[config.mk]
export PLATFORM = sky130hd
export DESIGN_NAME = pipe_hazard_ctrl
export DESIGN_NICKNAME = d
export VERILOG_FILES = /design/src/rtl/pipe_hazard_ctrl.sv
export SDC_FILE = /design/constraint.sdc
export NUM_CORES = 1
export LEC_CHECK = 0
export ABC_AREA = 1
export BUFFER_PORTS_ARGS = -buffer_cell sky130_fd_sc_hd__buf_2
export CORE_UTILIZATION = 51
export DETAILED_ROUTE_END_ITERATION = 6
export PLACE_DENSITY = 0.82
export SYNTH_ARGS = -nofsm -noshare
export SYNTH_HDL_FRONTEND = slang
export SYNTH_SLANG_ARGS = --single-unit
[constraint.sdc]
create_clock -name clk -period 4.3 [get_ports clk]
set_clock_uncertainty 0.15 [all_clocks]
set_input_delay 0.645 -clock clk [delete_from_list [all_inputs] [get_ports clk]]
set_output_delay 0.645 -clock clk [all_outputs]
set_load 0.05 [all_outputs]
[src/rtl/pipe_hazard_ctrl.sv]
// Pipeline stall/flush sequencer: one control source for every pipeline register.
// Latency: kill/stall/branch controls are combinational (same cycle); exception redirect follows one cycle later.
// Backpressure: MC ops hold PC..ID/EX for L cycles; exceptions pre-empt everything.
module pipe_hazard_ctrl #(
    parameter int          CNT_W      = 6,
    parameter logic [31:0] EXC_VECTOR = 32'h0000_0040
) (
    input  logic             clk,
    input  logic             rst,
    input  logic             id_load_use,
    input  logic             ex_mc_start,
    input  logic [CNT_W-1:0] ex_mc_len,
    input  logic             ex_branch_taken,
    input  logic [31:0]      ex_branch_target,
    input  logic             mem_exc_req,
    output logic [4:0]       stall,
    output logic [3:0]       flush,
    output logic             new_pc_valid,
    output logic [31:0]      new_pc,
    output logic             busy,
    output logic [31:0]      stall_cnt
);

    typedef enum logic [1:0] {
        S_RUN       = 2'd0,
        S_MC_BUSY   = 2'd1,
        S_EXC_REDIR = 2'd2
    } state_t;

    state_t           state_q, state_d;
    logic [CNT_W-1:0] cnt_q, cnt_d;
    logic             busy_q, busy_d;
    logic [31:0]      stall_cnt_q, stall_cnt_d;

    // Request arbitration: exception > multi-cycle op > branch > load-use.
    always_comb begin
        state_d      = state_q;
        cnt_d        = cnt_q;
        stall        = 5'b00000;
        flush        = 4'b0000;
        new_pc_valid = 1'b0;
        new_pc       = 32'h0000_0000;
        if (mem_exc_req) begin
            // Kill IF/ID, ID/EX, EX/MEM; freeze PC until the redirect lands.
            // A repeated exception in EXC_REDIR also wins over the redirect.
            flush    = 4'b0111;
            stall[0] = 1'b1;
            cnt_d    = '0;
            state_d  = S_EXC_REDIR;
        end else begin
            case (state_q)
                S_EXC_REDIR: begin
                    new_pc_valid = 1'b1;
                    new_pc       = EXC_VECTOR;
                    flush        = 4'b0011;
                    state_d      = S_RUN;
                end
                S_MC_BUSY: begin
                    stall = 5'b00111;
                    flush = 4'b0100;
                    cnt_d = cnt_q - CNT_W'(1);
                    if (cnt_q == CNT_W'(1)) begin
                        state_d = S_RUN;
                    end
                end
                default: begin
                    if (ex_mc_start && (ex_mc_len != '0)) begin
                        // Start cycle counts as the first of L stall cycles.
                        stall = 5'b00111;
                        flush = 4'b0100;
                        cnt_d = ex_mc_len - CNT_W'(1);
                        if (cnt_d != '0) begin
                            state_d = S_MC_BUSY;
                        end
                    end else if (ex_branch_taken) begin
                        new_pc_valid = 1'b1;
                        new_pc       = ex_branch_target;
                        flush        = 4'b0011;
                    end else if (id_load_use) begin
                        stall = 5'b00011;
                        flush = 4'b0010;
                    end
                end
            endcase
        end
    end

    // Registered busy flag and saturating PC-stall counter.
    always_comb begin
        busy_d      = (state_d != S_RUN);
        stall_cnt_d = stall_cnt_q;
        if (stall[0] && (stall_cnt_q != 32'hFFFF_FFFF)) begin
            stall_cnt_d = stall_cnt_q + 32'd1;
        end
    end

    // FSM state, countdown and registered outputs.
    always_ff @(posedge clk or posedge rst) begin
        if (rst) begin
            state_q     <= S_RUN;
            cnt_q       <= '0;
            busy_q      <= 1'b0;
            stall_cnt_q <= 32'h0000_0000;
        end else begin
            state_q     <= state_d;
            cnt_q       <= cnt_d;
            busy_q      <= busy_d;
            stall_cnt_q <= stall_cnt_d;
        end
    end

    assign busy      = busy_q;
    assign stall_cnt = stall_cnt_q;

endmodule

-- Word-level counts from Yosys, hierarchy flattened
Index checks and enable logic that the tools add are counted.
- add/subtract/negate cells: 3
- equal/unequal tests: 5
- multiplexer cells: 27
- reductions and logical operators: 7
- operators by type and width (cell ; number):
    $mux W32 ; 3
    $pmux W32 S2 ; 1
    $add A32 B1 Y32 const B ; 1
    $ne A32 B32 Y1 const B ; 1
    $mux W4 ; 4
    $mux W2 ; 7
    $mux W6 ; 2
    $pmux W6 S2 ; 1
    $reduce_bool A6 Y1 ; 2
    $sub A6 B1 Y6 const B ; 2
    $pmux W4 S2 ; 1
    $eq A6 B1 Y1 const B ; 1
    $pmux W3 S2 ; 1
    $mux W1 ; 4
    $pmux W2 S2 ; 1
    $mux W3 ; 1
    $reduce_bool A3 Y1 ; 1
    $eq A2 B1 Y1 const B ; 1
    $eq A2 B2 Y1 const B ; 1
    $logic_and A1 B1 Y1 ; 2
    $ne A2 B2 Y1 const B ; 1
    $pmux W1 S2 ; 1
    $reduce_and A2 Y1 ; 1
    $reduce_bool A2 Y1 ; 1
- register bits after elaboration: 41
- input bits: 44

-- Depth between registers and ports, before layout
- word-level depth: 7
- gate-level depth with buffers: 11
- mapped depth without buffers: 11

-- Worst setup path before layout
OpenSTA, ideal clock, no wires.
- path type: input -> output
- start point: input port ex_mc_len[0]
- end point: output port new_pc[6]
- data arrival time: 2507 ps
- setup slack: 998 ps
- cell stages on the path: 8
- path buffers: 0
- cells stage by stage: inv_1 ha_1 nand4_1 nand2_1 inv_1 nor2_2 o21ai_1 nor3_1
- longest elaborated chain between the ends: 5
- ends and longest elaborated chain (item ; line ; source):
    start, declared ; 12 ; input logic [CNT_W-1:0] ex_mc_len,
    $reduce_bool A6 Y1 ; 67 ; if (ex_mc_start && (ex_mc_len != '0)) begin
    $logic_and A1 B1 Y1 ; 67 ;
    $mux W32 ; 67 ;
    $pmux W32 S2 ; 51 ; case (state_q)
    $mux W32 ; 43 ; if (mem_exc_req) begin
    end, declared ; 19 ; output logic [31:0] new_pc,
Every way passes these cells.

-- Final worst setup path
Ends and elaborated chain as after synthesis.

==> qor_table.md <==
| Metric | Reported | Unit |
| --- | --- | --- |
| Outcome | finished clean | - |
| Number of buffers between clock root and the deepest sink | 2 | - |
| Synth Area in Adders | 3.026 | % |
| Kind of start point of the critical path | primary input | - |
| Initial drt markers | 226 | - |
| Via count of the first global-routing pass | 3284 | - |
| Maximum number of pins on one net before global-route repair | 42 | - |
| Crit Path Category | in -> out | - |
| Area growth from synthesis to layout | 19.71 | % |
| Sequential area share after synthesis | 31.01 | % |
| Number of placed instances with taps included | 705 | - |
| Highest metal layer with signal wires | met4 | - |
| Fill cell total of the finished layout | 589 | - |
| Synth area leaders | dfrtp_1, nand2_1, nor2_1, nand3_1, inv_1 | - |
| Clock input transition at the sequential cells of the worst setup and hold paths | 0.08 | ns |
| Count of final max-slew check failures | 0 | - |
| VDD IR max | 0.3278 | mV |
| Max H-tree Level | 2 | - |
| Worst Reg-to-Reg Cells | 9 | - |
| Met3 wire length | 630 | µm |
| RSZ-0062 raised after global routing | false | - |
| Reg-to-reg critical path startpoint | state_q[1]$_DFF_PP0_ | - |
| Layout net count | 689 | - |
| Sequential cell area | 1026 | µm² |
| Core Box Area | 6096 | µm² |
| Post-Route WL | 9387 | µm |
| Sum of overflow across all layers after global routing | 0 | - |
| # Max-Cap Violations | 0 | - |
| Maximum operating frequency | 310.0 | MHz |
| Die W | 82.54 | µm |
| Max FO, Critical Path | 32 | - |
| Gate count after technology mapping | 527 | - |
| Library cell occupying the most area in the post-synthesis netlist | dfrtp_1 | - |
| Wire length per cell after detailed routing | 13.17 | µm |
| Leading cell type in the layout, fill and taps excluded | nand2_1 | - |
| Antenna violations before repair | 0 | - |
| Xor-xnor portion of the synthesized cell area | 5.560 | % |
| Summed instance area of the synthesized netlist | 3308 | µm² |
| Endpoint class of the critical path | primary output | - |
| Clock net sink count | 41 | - |
| Hold bufs inserted after CTS | 0 | - |
| Global-route usage over all layers | 28.10 | % |
| Final setup TNS | 0 | ns |
| Final worst path period share | 75.01 | % |
| PortBufs | 115 | - |
| Ratio of cells with drive above 1 in the final layout | 22.26 | % |
| Worst-case headroom to the max-slew limit | 40.42 | % |
| Count of buffers added by post-CTS timing repair for setup | 0 | - |
| Most frequent cells in the layout | nand2_1, buf_2, nor2_1 | - |
| CTS tree | done | - |
| Post-route met1 wirelength | 3815 | µm |
| Via count of the routed design | 3687 | - |
| Simple-gate share of the synthesized area | 48.18 | % |
| Root Buffer Master | clkbuf_8 | - |
| Post-synthesis cell type count | 30 | - |
| Number of diodes added for antenna fixing | 0 | - |
| Final setup violation count | 0 | - |
| Number of DRC violations after detailed routing | 0 | - |
| Clock period minus final worst setup slack | 3.226 | ns |
| Proportion of synthesized area in mux cells | 0 | % |
| PD cells | 290.4 | nW/µm² |
| Total of warnings raised by yosys | 0 | - |
| Proportion of netlist area held by the largest area contributor | 31.01 | % |
| Routed vias/inst | 5.171 | - |
| Least-Margin Pin Slew | 0.8915 | ns |
| Average cell area after synthesis | 6.277 | µm² |
| Cells resized by post-CTS repair | 0 | - |
| Reg2Reg Capture Point | stall_cnt[0]$_DFFE_PP0P_ | - |
| FF-to-FF setup slack | 2.00 | ns |
| Last weighted congestion value of the routability-driven placer | 0.8763 | - |
| Worst setup slack after layout | 1.074 | ns |
| HPWL after DPL | 7236 | µm |
| Dominant combinational cell family by area after synthesis | simple AND/OR/NAND/NOR gates | - |
| Detail Route Antenna Nets | 0 | - |
| Post-synthesis sequential element count | 41 | - |
| Static power due to leakage | 2.137 | nW |
| Number of detailed-routing iterations run before antenna repair | 4 | - |
| Final count of hold timing violations | 0 | - |
| Pwr Total | 1.150 | mW |
| Number of buffers inserted during clock tree synthesis | 5 | - |
| I/O pin count | 119 | - |
| Cell area reported after detailed placement | 3877 | µm² |
| Class of the worst hold path | in -> async | - |
| Worst slack at placement | 1.125 | ns |
| Number of placement rows | 28 | - |
| Critical path data arrival time | 2.43 | ns |
| Required time at the worst-slack endpoint | 3.50 | ns |
| Die height | 82.54 | µm |
| Multi-input gate area | 1994 | µm² |
| Clock latency on the worst-skew pair | 0.30 | ns |
| Compound-gate portion of the synthesized area | 3.177 | % |
| Final standard cell count with taps included and fillers excluded | 713 | - |
| Detailed route wirelength on metal2 | 4663 | µm |
| Post-layout instance area | 3960 | µm² |
| First-pass GRT wire length | 14530 | µm |
| Starting utilization of the core area | 54.27 | % |
| Die footprint | 6813 | µm² |
## cell usage after synthesis, drive strengths merged
cell type,number
clkinv,1
or2,1
nor2,84
xnor2,9
dfrtp,41
o21ai,11
nor3,12
nand4,4
nand3,53
inv,43
a21oi,5
buf,17
nand3b,5
ha,8
conb,1
nand2,216
o22ai,4
xor2,12
## metrics by stage
| stage | hold WS (ns) | util, % |
|---|---|---|
| after floorplan | 0.3253 | - |
| after global placement | 0.3406 | 63.61 |
| after detailed placement | 0.3474 | 63.61 |
| after CTS | 0.3259 | 64.96 |
| after global routing | 0.3651 | 64.96 |
| final | 0.2941 | 64.96 |
## worst max-delay path, cell delays in order
cell,delay (ns)
buf_2,0.11
inv_1,0.16
ha_1,0.17
nand4_1,0.12
nand2_1,0.12
inv_1,0.08
nor2_2,0.07
buf_4,0.28
o21ai_1,0.17
nor3_1,0.20
buf_2,0.31
## per-layer routing
| metal | up-vias | track usage (%) |
|---|---|---|
| met5 | - | 0 |
| met4 | 0 | 12.59 |
| met3 | 25 | 3.736 |
| met2 | 140 | 51.57 |
| met1 | 1664 | 32.30 |
| li1 | 1858 | - |
## state kept, by name (all words and copies together), names as in the netlist
signal and flops:
stall_cnt 32, cnt_q 6, state_q 2, busy 1
## cell type report
cell class                 instances  share of cell area [%]
multi-input combinational        427                   50.36
sequential                        41                   25.91
timing repair buffer             118                   15.10
inverter                          44                   4.171
tap                               75                   2.370
clock buffer                       6                   1.833
clock inverter                     2                  0.2528
## kinds of logic after synthesis
logic type	after synthesis
fa+ha+maj	8
simple gates	375
flops	41
buf+inv	61
other cells	1
xor+xnor	21
compound gates	20
## power by group
group          switching, mW  internal [mW]  leakage [nW]
clock                  0.136          0.113        0.0450
combinational          0.325          0.115          1.54
sequential            0.0443          0.418         0.556
## how the worst max path moves through the flow
stage,cells past startpoint,end,start
after floorplan,8,new_pc[6],ex_mc_len[0]
after global placement,11,new_pc[6],ex_mc_len[0]
after detailed placement,11,new_pc[6],ex_mc_len[0]
after CTS,11,new_pc[6],ex_mc_len[0]
after global routing,5,new_pc[20],state_q[0]$_DFF_PP0_
final,11,new_pc[6],ex_mc_len[0]
(Power assumes the default switching activity.)
